[config.mk]
export PLATFORM = sky130hd
export DESIGN_NAME = seq_detect_param_flat
export DESIGN_NICKNAME = d
export VERILOG_FILES = /design/src/rtl/seq_detect_pkg.sv /design/src/rtl/seq_detect_param_if.sv /design/src/rtl/sat_counter.sv /design/src/rtl/seq_detect_param.sv /design/src/flat_wrapper.sv
export SDC_FILE = /design/constraint.sdc
export NUM_CORES = 1
export LEC_CHECK = 0
export CORE_MARGIN = 2
export CORE_UTILIZATION = 47
export DETAILED_ROUTE_END_ITERATION = 12
export GPL_TIMING_DRIVEN = 0
export HOLD_SLACK_MARGIN = 0.03
export PLACE_DENSITY = 0.87
export SETUP_SLACK_MARGIN = 0.5
export SLEW_MARGIN = 5
export SYNTH_ARGS = -nofsm -noshare
export SYNTH_HDL_FRONTEND = slang
export SYNTH_SLANG_ARGS = --single-unit
[constraint.sdc]
create_clock -name clk -period 2.2 [get_ports clk]
set_input_delay 0.44 -clock clk [delete_from_list [all_inputs] [get_ports clk]]
set_output_delay 0.44 -clock clk [all_outputs]
set_load 0.05 [all_outputs]
[src/rtl/seq_detect_pkg.sv]
// Shared constants for the parametrised serial sequence detector family.
package seq_detect_pkg;

    localparam int PATTERN_LEN_MAX = 16;
    localparam int FILL_W          = $clog2(PATTERN_LEN_MAX);

    // Patterns are right-aligned; MSB of the used width is the first bit received.
    localparam logic [PATTERN_LEN_MAX-1:0] PAT_1011 = 16'b0000_0000_0000_1011;
    localparam logic [PATTERN_LEN_MAX-1:0] PAT_0001 = 16'b0000_0000_0000_0001;

endpackage

[src/rtl/seq_detect_param_if.sv]
// Serial-stream bus into the detector and its match/status outputs.
// w is consumed on a clock edge only when w_valid=1; there is no back-pressure.
interface seq_detect_param_if
    import seq_detect_pkg::*;
#(
    parameter int COUNT_W = 8
);

    logic               w;
    logic               w_valid;
    logic               overlap;
    logic               clr;
    logic               z_mealy;
    logic               z_moore;
    logic [COUNT_W-1:0] match_count;
    logic [FILL_W-1:0]  dbg_fill;

    modport master (
        output w, w_valid, overlap, clr,
        input  z_mealy, z_moore, match_count, dbg_fill
    );

    modport slave (
        input  w, w_valid, overlap, clr,
        output z_mealy, z_moore, match_count, dbg_fill
    );

endinterface

[src/rtl/sat_counter.sv]
// Up-counter with synchronous clear that sticks at all-ones instead of wrapping.
module sat_counter #(
    parameter int W = 8
) (
    input  logic         clk,
    input  logic         rst_n,
    input  logic         clr,
    input  logic         inc,
    output logic [W-1:0] count
);

    logic [W-1:0] count_q, count_d;

    always_comb begin
        count_d = count_q;
        if (clr) begin
            count_d = '0;
        end else if (inc && (count_q != {W{1'b1}})) begin
            count_d = count_q + 1'b1;
        end
    end

    always_ff @(posedge clk or negedge rst_n) begin
        if (!rst_n) begin
            count_q <= '0;
        end else begin
            count_q <= count_d;
        end
    end

    assign count = count_q;

endmodule

[src/rtl/seq_detect_param.sv]
// Detects a PATTERN_LEN-bit pattern on a qualified serial stream, with
// overlapping/non-overlapping modes, Mealy and Moore flags and a match counter.
module seq_detect_param
    import seq_detect_pkg::*;
#(
    parameter int                          PATTERN_LEN = 4,
    parameter logic [PATTERN_LEN_MAX-1:0]  PATTERN     = PAT_1011,
    parameter int                          COUNT_W     = 8
) (
    input  logic               clk,
    input  logic               rst_n,
    seq_detect_param_if.slave  bus
);

    localparam int                      HIST_W    = PATTERN_LEN - 1;
    localparam logic [FILL_W-1:0]       FILL_FULL = FILL_W'(PATTERN_LEN - 1);
    localparam logic [PATTERN_LEN-1:0]  PAT       = PATTERN[PATTERN_LEN-1:0];

    generate
        if (PATTERN_LEN < 2 || PATTERN_LEN > PATTERN_LEN_MAX) begin : g_bad_len
            $error("seq_detect_param: PATTERN_LEN must be in 2..16");
        end
        if ((PATTERN >> PATTERN_LEN) != '0) begin : g_bad_pattern
            $error("seq_detect_param: PATTERN has bits above PATTERN_LEN");
        end
    endgenerate

    logic [HIST_W-1:0]      hist_q, hist_d;
    logic [FILL_W-1:0]      fill_q, fill_d;
    logic                   z_moore_q, z_moore_d;
    logic [PATTERN_LEN-1:0] window;
    logic                   match_raw;
    logic [COUNT_W-1:0]     count;

    // The window is the stored history plus the bit arriving this cycle.
    assign window    = {hist_q, bus.w};
    assign match_raw = bus.w_valid & ~bus.clr & (fill_q == FILL_FULL) & (window == PAT);

    always_comb begin
        hist_d    = hist_q;
        fill_d    = fill_q;
        z_moore_d = match_raw;
        if (bus.clr) begin
            hist_d = '0;
            fill_d = '0;
        end else if (bus.w_valid) begin
            if (match_raw && !bus.overlap) begin
                hist_d = '0;
                fill_d = '0;
            end else begin
                hist_d = window[HIST_W-1:0];
                fill_d = (fill_q == FILL_FULL) ? fill_q : fill_q + 1'b1;
            end
        end
    end

    always_ff @(posedge clk or negedge rst_n) begin
        if (!rst_n) begin
            hist_q    <= '0;
            fill_q    <= '0;
            z_moore_q <= 1'b0;
        end else begin
            hist_q    <= hist_d;
            fill_q    <= fill_d;
            z_moore_q <= z_moore_d;
        end
    end

    sat_counter #(
        .W (COUNT_W)
    ) u_match_count (
        .clk   (clk),
        .rst_n (rst_n),
        .clr   (bus.clr),
        .inc   (match_raw),
        .count (count)
    );

    assign bus.z_mealy     = match_raw;
    assign bus.z_moore     = z_moore_q;
    assign bus.match_count = count;
    assign bus.dbg_fill    = fill_q;

endmodule
[src/flat_wrapper.sv]
// flat-port wrapper written by rule: the top's interface ports become plain ports
module seq_detect_param_flat import seq_detect_pkg::*;
#(
    parameter int                          PATTERN_LEN = 4,
    parameter logic [PATTERN_LEN_MAX-1:0]  PATTERN     = PAT_1011,
    parameter int                          COUNT_W     = 8
)
  (clk, rst_n, bus_w, bus_w_valid, bus_overlap, bus_clr, bus_z_mealy, bus_z_moore, bus_match_count, bus_dbg_fill);
  seq_detect_param_if #(.COUNT_W(COUNT_W)) bus_i ();
  input  logic clk;
  input  logic rst_n;
  input wire logic [$bits(bus_i.w)-1:0] bus_w;
  input wire logic [$bits(bus_i.w_valid)-1:0] bus_w_valid;
  input wire logic [$bits(bus_i.overlap)-1:0] bus_overlap;
  input wire logic [$bits(bus_i.clr)-1:0] bus_clr;
  output wire logic [$bits(bus_i.z_mealy)-1:0] bus_z_mealy;
  output wire logic [$bits(bus_i.z_moore)-1:0] bus_z_moore;
  output wire logic [$bits(bus_i.match_count)-1:0] bus_match_count;
  output wire logic [$bits(bus_i.dbg_fill)-1:0] bus_dbg_fill;
  assign bus_i.w = bus_w;
  assign bus_i.w_valid = bus_w_valid;
  assign bus_i.overlap = bus_overlap;
  assign bus_i.clr = bus_clr;
  assign bus_z_mealy = bus_i.z_mealy;
  assign bus_z_moore = bus_i.z_moore;
  assign bus_match_count = bus_i.match_count;
  assign bus_dbg_fill = bus_i.dbg_fill;
  seq_detect_param #(.PATTERN_LEN(PATTERN_LEN), .PATTERN(PATTERN), .COUNT_W(COUNT_W)) u_core (.clk(clk), .rst_n(rst_n), .bus(bus_i));
endmodule
==> metrics.txt <==
Cells after Synth=83; hold endpoint=u_core.hist_q[1]$_DFFE_PN0P_; kind of start point of the critical path=flop; Worst Clk Skew=~0.015 ns; Total Neg Setup Slack=-0.0542 ns; largest net degree at the start of global routing=17; delay of the slowest cell on the worst path=0.40 ns; Nets=123; drt pass-1 iters=5; worst reg2reg startpoint=u_core.bus.dbg_fill[0]$_DFFE_PN0P_; Initial Util=about half; Yosys cell types=28; #FFs+latches synth=16; EDFF count, synth=0; ys flop type=dfrtp_1; DRT Wirelength=2060 µm; Area Growth Syn to Fin=47.5%; share of layout cells above drive strength 1=approximately two fifths; core area=around 1700 µm²; crit-path cells=ha_4 > or3b_4 > or3_4 > clkinvlp_4 > buf_8; Sink Count=16; Hold Path Depth=1; antenna viol nets, final=0; Max-Cap Viols=0; die area=approximately 2100 µm²; crit path time final=about 2.2 ns; clock buffer depth=2; P_leak=about 0.00051 µW; Async SR Flop Fraction=100%; HP Start=u_core.hist_q[1]$_DFFE_PN0P_; vias=just under 800; number of global-route vias before repair=between 600 and 700; HP Class=flop to flop; Iter 0 DRT Violations=18; CP endpoint kind=primary output; PD cells=463 nW/µm²; RSZ-0062 raised after global routing=true; CP Data Arrival Time=~1.8 ns; die width=46.0 µm; Ports=20; violated checks=setup timing; Buf+Inv Stages, Crit Path=2; CP Data Required Time=approximately 1.8 ns; root buf cell=clkbuf_4; Setup CP Type=flop to primary output; clk_lat worst skew=roughly 0.30 ns; placed cells=between 100 and 150; Post-Syn Area=around 830 µm²; slowest CP cell=dfrtp_2; GPL Wtd Cong=approximately 0.82; max-slew violations=0; register area share after synthesis=48.4%; TritonCTS Buffers=3; Post-Syn Nets=just over 90; Worst R2R Setup Slack=-0.02 ns; via-per-instance ratio=5.98; cell family with most CP delay=simple AND/OR/NAND/NOR gates; H-tree levels=1; DIE HEIGHT=46.0 µm; hpwl dp=1340 µm; Clock Pin Slew Worst Setup and Hold Paths=0.10 ns; Final WS setup=-0.0322 ns; Achievable Freq=448 MHz; status=finished, violations left; Least-Margin Pin Slew=0.740 ns; antenna violations before repair=0; worst rel slew slack=50.5%; port bufs=18; # diodes=0; first-pass GRT wire length=around 3000 µm; worst reg2reg path endpoint=u_core.u_match_count.count[7]$_DFFE_PN0P_; total congestion overflow=0; Max VDD drop=just over 0.0006 V; drt drc=0; Final Instance Count excl. Fillers=around 130; Reg2Reg Depth=7; Final Hold Viols=0; syn avg cell area=9.96 µm²; # rows=15; final worst-path cycle share=101%; worst-path fanout max=2; CTS tree=done; Setup violations, final=2; gr usage total=just over 20%; wire per inst=between 15 and 20 µm; Yosys Warn Count=0
## power by group
part           total, µW  internal, µW  switching, µW
Sequential           305           300           5.07
Clock                196           101           95.2
Combinational       64.3          27.1           37.2
## worst reg2reg max path, cell delays in order, from the launching register on
cell and delay, ns:
dfrtp_2 0.40, ha_4 0.13, or3b_4 0.37, or3_4 0.36, buf_4 0.15, buf_6 0.12, or4_4 0.48, a21oi_2 0.15
## metrics by stage
step	instance area, µm²	util [%]	hold slack (ns)	setup WS (ns)	total power (µW)
floorplan	861	-	0.144	0.0234	340
finish	1220	72.2	0.525	-0.0322	565
global route	1220	72.2	0.558	-0.0858	591
detailed placement	1060	62.9	0.511	-0.740	367
global placement	1060	62.9	0.492	-0.731	365
CTS	1160	68.4	0.532	-0.0796	563
## synthesized netlist by cell type, types with 3 or more instances
cell type / n / area share (%)
or3_1: 3 / 2.3
nor2_1: 6 / 2.7
nand2_1: 4 / 1.8
o31ai_1: 5 / 4.5
nand3_1: 4 / 2.4
a21oi_1: 9 / 5.4
nor2b_1: 3 / 2.3
dfrtp_1: 16 / 48
o21ai_0: 3 / 1.8
nand2b_1: 3 / 2.3
or4_1: 3 / 2.7
inv_1: 3 / 1.4
## sequential cells by signal (all words and copies together) (netlist names)
| signal | cells |
|---|---|
| u_core.hist_q | 3 |
| u_core.bus.dbg_fill | 4 |
| u_core.bus.z_moore | 1 |
| u_core.u_match_count.count | 8 |
## layer usage
layer | vias to the layer above | global-route usage [%] | wire (µm)
met5 | - | 0 | 0
met4 | 0 | 6.86 | 25
met3 | 4 | 7.14 | 96
met2 | 22 | 33.6 | 1050
met1 | 386 | 24.6 | 885
li1 | 371 | - | -
## what timing repair did
item                                    in CTS  in global routing
pin swaps                                    2                  4
resized for setup                           37                 27
hold endpoints to repair                     0                  0
hold buffers                                 0                  0
endpoints found under the setup margin      24                 18
cloned                                       0                  0
setup buffers                                5                  4
## area by class of cell
class	instances	area, µm²
Multi-Input combinational cell	61	490
Fill cell	123	469
Sequential cell	16	403
Timing Repair Buffer	27	231
Clock buffer	4	36.3
Buffer	3	22.5
Tap cell	17	21.3
Inverter	3	15.0
## kinds of logic after synthesis
kind of cell / synth area share (%)
buffers and inverters: 3.18
and+or+nand+nor: 23.4
adders and majority gates: 3.03
muxes: 2.57
DFF: 48.4
xor gates and xnor gates: 1.06
AOI/OAI and AO/OA: 18.3
## worst max-delay path by stage
stage | start | to | slack, ns | depth (start not counted)
final | u_core.bus.dbg_fill[0]$_DFFE_PN0P_ | bus_z_mealy | -0.03 | 5
after global routing | u_core.bus.dbg_fill[0]$_DFFE_PN0P_ | bus_z_mealy | -0.09 | 5
after CTS | u_core.bus.dbg_fill[0]$_DFFE_PN0P_ | bus_z_mealy | -0.08 | 5
after detailed placement | bus_clr | bus_z_mealy | -0.74 | 5
after global placement | bus_clr | bus_z_mealy | -0.73 | 5
after floorplan | u_core.bus.dbg_fill[0]$_DFFE_PN0P_ | bus_z_mealy | 0.02 | 4
## cell usage in the layout (no fill, tap or decap), types with 3 or more instances in the layout
master | Yosys | routed
o31ai_1 | 5 | 4
nand2_1 | 4 | 4
buf_4 | 1 | 7
clkbuf_4 | 0 | 3
a21oi_2 | 0 | 5
clkbuf_2 | 0 | 6
a21oi_1 | 9 | 4
clkdlybuf4s50_1 | 0 | 3
dfrtp_1 | 16 | 14
or3_4 | 1 | 3
o21ai_0 | 3 | 3
nand3_1 | 4 | 4
nor2_1 | 6 | 5
nor2b_1 | 3 | 3
clkdlybuf4s15_2 | 0 | 4
No activity file was read; power rests on OpenSTA's default activity.
